<file path="config.mk">
export PLATFORM = sky130hd
export DESIGN_NAME = bus_demux_1_to_2
export DESIGN_NICKNAME = d
export VERILOG_FILES = /design/src/rtl/bus_demux_1_to_2_pkg.sv /design/src/rtl/bus_demux_1_to_2_mux.sv /design/src/rtl/bus_demux_1_to_2.sv
export SDC_FILE = /design/constraint.sdc
export NUM_CORES = 1
export LEC_CHECK = 0
export CAP_MARGIN = 20
export CORE_ASPECT_RATIO = 1.1
export CORE_UTILIZATION = 40
export DETAILED_ROUTE_END_ITERATION = 8
export PLACE_DENSITY = 0.8
export SYNTH_ARGS = -nofsm -noshare
export SYNTH_HDL_FRONTEND = slang
export SYNTH_SLANG_ARGS = --single-unit
</file>
<file path="constraint.sdc">
create_clock -name clk -period 4.75 [get_ports clk]
set_input_delay 0.7125 -clock clk [delete_from_list [all_inputs] [get_ports clk]]
set_output_delay 0.7125 -clock clk [all_outputs]
set_load 0.02 [all_outputs]
</file>
<file path="src/rtl/bus_demux_1_to_2_pkg.sv">
// Shared definitions for the 1-to-2 request demux: state encoding, error data
// returned on a watchdog timeout, and the default target-1 address window.
package bus_demux_1_to_2_pkg;

    typedef enum logic [1:0] {
        ST_IDLE = 2'd0,
        ST_REQ  = 2'd1,
        ST_RSP  = 2'd2
    } state_t;

    // Wide enough for any data width up to 64; the top slices what it needs.
    localparam logic [63:0] ERR_DATA = 64'hFFFF_FFFF_FFFF_FFFF;

    localparam logic [31:0] DEF_T1_MASK  = 32'hFFFF_0000;
    localparam logic [31:0] DEF_T1_MATCH = 32'h1001_0000;

endpackage

</file>
<file path="src/rtl/bus_demux_1_to_2_mux.sv">
// Return-path data select between the two targets' load data.
module Multiplexer_2_to_1 #(
    parameter int NBits = 32
) (
    input  logic             sel,
    input  logic [NBits-1:0] in0,
    input  logic [NBits-1:0] in1,
    output logic [NBits-1:0] out
);

    assign out = sel ? in1 : in0;

endmodule

</file>
<file path="src/rtl/bus_demux_1_to_2.sv">
// Single-outstanding request router: address-decoded split to data RAM (T0) or
// MMIO (T1), registered response return, and a watchdog against silent targets.
module bus_demux_1_to_2
    import bus_demux_1_to_2_pkg::*;
#(
    parameter int               NBits    = 32,
    parameter logic [NBits-1:0] T1_MASK  = NBits'(DEF_T1_MASK),
    parameter logic [NBits-1:0] T1_MATCH = NBits'(DEF_T1_MATCH),
    parameter int               TIMEOUT  = 16
) (
    input  logic             clk,
    input  logic             reset,

    input  logic             Req_Valid_i,
    output logic             Req_Ready_o,
    input  logic             Req_Write_i,
    input  logic [NBits-1:0] Req_Addr_i,
    input  logic [NBits-1:0] Req_WData_i,

    output logic             Rsp_Valid_o,
    output logic [NBits-1:0] Rsp_Data_o,
    output logic             Error_o,

    output logic             Tgt_Write_o,
    output logic [NBits-1:0] Tgt_Addr_o,
    output logic [NBits-1:0] Tgt_WData_o,

    output logic             T0_Req_Valid_o,
    output logic             T1_Req_Valid_o,
    input  logic             T0_Req_Ready_i,
    input  logic             T1_Req_Ready_i,
    input  logic             T0_Rsp_Valid_i,
    input  logic             T1_Rsp_Valid_i,
    input  logic [NBits-1:0] T0_Rsp_Data_i,
    input  logic [NBits-1:0] T1_Rsp_Data_i
);

    localparam int              WD_W    = $clog2(TIMEOUT + 1);
    localparam logic [WD_W-1:0] WD_LAST = WD_W'(TIMEOUT - 1);

    state_t           state_p0, state_nxt;
    logic             sel_p0;
    logic             write_p0;
    logic [NBits-1:0] addr_p0;
    logic [NBits-1:0] wdata_p0;
    logic [WD_W-1:0]  wdog_p0;
    logic             rsp_vld_p1;
    logic [NBits-1:0] rsp_data_p1;
    logic             err_p1;

    logic             sel_rdy, sel_rsp, other_rsp, wd_expired;
    logic             accept, rsp_fire, timeout_fire, stray;
    logic [NBits-1:0] mux_data;

    assign sel_rdy    = sel_p0 ? T1_Req_Ready_i : T0_Req_Ready_i;
    assign sel_rsp    = sel_p0 ? T1_Rsp_Valid_i : T0_Rsp_Valid_i;
    assign other_rsp  = sel_p0 ? T0_Rsp_Valid_i : T1_Rsp_Valid_i;
    assign wd_expired = (wdog_p0 == WD_LAST);

    Multiplexer_2_to_1 #(.NBits(NBits)) u_rsp_mux (
        .sel (sel_p0),
        .in0 (T0_Rsp_Data_i),
        .in1 (T1_Rsp_Data_i),
        .out (mux_data)
    );

    // State register
    always_ff @(posedge clk or posedge reset) begin
        if (reset) begin
            state_p0 <= ST_IDLE;
        end else begin
            state_p0 <= state_nxt;
        end
    end

    always_comb begin
        state_nxt = state_p0;
        case (state_p0)
            ST_IDLE: if (Req_Valid_i) state_nxt = ST_REQ;
            ST_REQ:  if (sel_rdy)     state_nxt = sel_rsp ? ST_IDLE : ST_RSP;
            ST_RSP:  if (sel_rsp || wd_expired) state_nxt = ST_IDLE;
            default: state_nxt = ST_IDLE;
        endcase
    end

    always_comb begin
        Req_Ready_o    = 1'b0;
        T0_Req_Valid_o = 1'b0;
        T1_Req_Valid_o = 1'b0;
        accept         = 1'b0;
        rsp_fire       = 1'b0;
        timeout_fire   = 1'b0;
        stray          = 1'b0;
        case (state_p0)
            ST_IDLE: begin
                Req_Ready_o = 1'b1;
                accept      = Req_Valid_i;
                stray       = T0_Rsp_Valid_i | T1_Rsp_Valid_i;
            end
            ST_REQ: begin
                T0_Req_Valid_o = ~sel_p0;
                T1_Req_Valid_o = sel_p0;
                rsp_fire       = sel_rdy & sel_rsp;
                stray          = other_rsp;
            end
            ST_RSP: begin
                rsp_fire     = sel_rsp | wd_expired;
                timeout_fire = ~sel_rsp & wd_expired;
                stray        = other_rsp;
            end
            default: ;
        endcase
    end

    // Request capture, watchdog and registered response
    always_ff @(posedge clk or posedge reset) begin
        if (reset) begin
            sel_p0      <= 1'b0;
            write_p0    <= 1'b0;
            addr_p0     <= '0;
            wdata_p0    <= '0;
            wdog_p0     <= '0;
            rsp_vld_p1  <= 1'b0;
            rsp_data_p1 <= '0;
            err_p1      <= 1'b0;
        end else begin
            if (accept) begin
                sel_p0   <= ((Req_Addr_i & T1_MASK) == T1_MATCH);
                write_p0 <= Req_Write_i;
                addr_p0  <= Req_Addr_i;
                wdata_p0 <= Req_WData_i;
            end
            if (state_p0 == ST_RSP) begin
                wdog_p0 <= wdog_p0 + 1'b1;
            end else begin
                wdog_p0 <= '0;
            end
            rsp_vld_p1 <= rsp_fire;
            if (rsp_fire) begin
                rsp_data_p1 <= timeout_fire ? ERR_DATA[NBits-1:0] : mux_data;
            end
            if (stray || timeout_fire) begin
                err_p1 <= 1'b1;
            end
        end
    end

    assign Tgt_Write_o = write_p0;
    assign Tgt_Addr_o  = addr_p0;
    assign Tgt_WData_o = wdata_p0;
    assign Rsp_Valid_o = rsp_vld_p1;
    assign Rsp_Data_o  = rsp_data_p1;
    assign Error_o     = err_p1;

endmodule

</file>
==> results.md <==
* Status: completed
* Async set or reset register ratio after synthesis at between 90% and 100%
* DRC at 0
* Die ar. at 0.0121 mm^2
* H-tree levels at 3
* First-pass GRT wire length at 18.2 mm
* EDFF count, synth at 0
* Top-count cell post-synth: dfrtp_1
* Final HPWL DP at between 8 and 9 mm
* Slew Limit Fails at 0
* Die X at 105 um
* Register clock-pin slew on the reported worst setup and hold paths at around 70 ps
* Via count at approximately 3,400
* CP Data Required Time at 4040 ps
* Worst hold path type: register to register
* Worst slew pin tran at roughly 1100 ps
* Cell area after synthesis at ~0.0047 mm^2
* Cts repair resizes at 0
* Initial antenna violation count at 0
* Num CTS Buffers at 9
* Core ar. at between 0.01 and 0.015 mm^2
* Clock Skew at ~6.8 ps
* NumNets Final at 715
* Fin crit share at 63.1%
* Crit-path cells: and2_1 -> clkdlybuf4s50_1
* # clock sinks at 107
* Fraction of final layout cells sized beyond drive strength 1 at 18.0%
* Synth Instances at 338
* Crit end category: output port
* Clock period minus worst slack at 3000 ps
* Fin area at 0.00757 mm^2
* Die height at 115 um
* Main area contributors after synthesis: dfrtp_1 57%, mux2_2 19%, mux2i_1 7.1%
* CTS tree: built
* Starting Density at between 40 and 50%
* Max_slew headroom at 27.1%
* Antenna cells at 0
* Prevailing post-synth register cell: dfrtp_1
* Post-Synthesis Mean Instance Area at approximately 14 um^2
* Setup tns final at 0 ps
* CP Max Fanout at 40
* Sequential area share after synthesis at 57.3%
* Area Growth Syn to Fin at 61.9%
* Crit path kind: register to output port
* Vias in the first global route at 3,634
* GP Congestion at slightly below 0.8
* Endpoints failing hold at 0
* # IOs at 238
* Yosys reg bits at approximately 110
* DR pass1 iterations at 4
* Crit path max-delay cell type: dfrtp_2
* Synth cell count leaders: 107 x dfrtp_1, 78 x mux2_2, 38 x nand2_1, 33 x mux2i_1, 21 x mux2_1
* DRT iter0 DRCs at 127
* Leakage power total at 0.00315 uW
* Clk buf depth at 2
* Yosys warns at 0
* Crit start category: register
* Top-area cell type share of the netlist area at 57.3%
* GRT Util Overall at just under 20%
* Buffers on Ports at 237
* Largest net degree at the start of global routing at 78
* Max-cap violations at 0
* # rows at 41
* WP data arrival at 2290 ps
* Post-DP Area at 0.00717 mm^2
* Gr ovfl total at 0
* Post-CTS setup buffers at 0
* Final setup violation count at 0
* Worst path max stage delay at 1080 ps
* Max Fclk at approximately 0.33 GHz
* Fillers at 857
* Final WL at between 10 and 15 mm
* RSZ-0062 raised after global routing: false
* DR WL/cell at approximately 16 um
* Clk_lat worst skew at between 300 and 400 ps
* Vias per Instance at 4.74
* Count of cell types in the netlist at 28
* Worst vdd ir at 0.335 mV
* Final core utilization at between 60 and 70%
* Cell accounting for the most synthesized area: dfrtp_1
* Post-DRT Antenna Nets at 0
* CTS root buffer: clkbuf_16
* Mapped Nets at 480
* PwrDens at approximately 630 mW/mm^2
* Cts hold-fix bufs at 0
cell families (layout without fill, tap and decap cells):
group | Yosys count | in the layout | share of synthesized area, %
buffers and inverters | 25 | 265 | 2.54
and+or+nand+nor | 56 | 56 | 5.46
adders and majority gates | 6 | 6 | 1.61
DFF | 107 | 107 | 57.3
AOI/OAI and AO/OA | 9 | 9 | 1.53
muxes | 133 | 133 | 31.2
xor gates and xnor gates | 2 | 2 | 0.375
final timing paths:
kind                          from  depth (start not counted)              to  slack, ps
setup reg to reg            sel_p0                          5  Rsp_Data_o[25]       1990
max in group asynchronous    reset                          3  Tgt_WData_o[3]       2820
min in group asynchronous    reset                          2  Tgt_WData_o[6]        950
setup / recovery            sel_p0                          2  T1_Req_Valid_o       1750
hold reg to reg            Error_o                          1         Error_o        470
hold / removal             Error_o                          1         Error_o        470
stage by stage:
step,hold slack (ps),std cells,total power (uW),setup slack (ps)
2_1_floorplan,432,338,2750,1220
3_3_place_gp,446,710,3860,1800
3_5_place_dp,462,710,3920,1680
4_1_cts,482,726,4820,1670
5_1_grt,505,728,5020,1660
6_report,475,728,4770,1750
cell usage in the layout, fill, tap and decap left out, drive strengths merged:
| cell | instances |
|---|---|
| clkdlybuf4s50 | 237 |
| dfrtp | 107 |
| mux2 | 99 |
| nand2 | 38 |
| mux2i | 34 |
| clkbuf | 11 |
| inv | 9 |
| ha | 6 |
| nand3 | 4 |
| and2 | 4 |
| buf | 4 |
| o21ai | 3 |
| nor2b | 3 |
| bufinv | 3 |
| nor4 | 2 |
| nor4b | 2 |
| a21oi | 2 |
| a31oi | 2 |
| xnor2 | 1 |
| and3 | 1 |
| xor2 | 1 |
| or3 | 1 |
| nand4 | 1 |
| a22o | 1 |
| o22ai | 1 |
| clkinv | 1 |
sequential cells by signal (all words and copies together) (netlist names):
name / count
Tgt_WData_o: 32
wdog_p0: 5
Tgt_Write_o: 1
Rsp_Valid_o: 1
sel_p0: 1
Error_o: 1
Tgt_Addr_o: 32
Rsp_Data_o: 32
state_p0: 2
final cells by class:
class	instances	area, um^2	share of cell area [%]
inverter	8	32.5	0.430
clock buffer	11	253	3.34
clock inverter	5	108	1.42
sequential	107	2680	35.4
tap	150	188	2.48
multi-input combinational	206	1880	24.8
timing repair buffer	241	2430	32.1
routing by layer:
metal	vias to the layer above	share of wire [%]	global-route usage, %
met5	-	0	0
met4	0	1.1	7.61
met2	140	50	33.1
met3	9	8.9	6.58
li1	1646	-	-
met1	1653	40	22.6
critical path, delay by kind of cell, from the launching register on:
family | cells | cell delay [ps]
DFF | 1 | 1080
buffers and inverters | 1 | 600
and+or+nand+nor | 1 | 250
report_power, final:
group          total [uW]  switching (uW)  internal (uW)
combinational        2330            1080           1260
sequential           1570             219           1350
clock                 870             323            547
total                4770            1620           3150
Note: power is estimated with default switching activity, not from simulation.
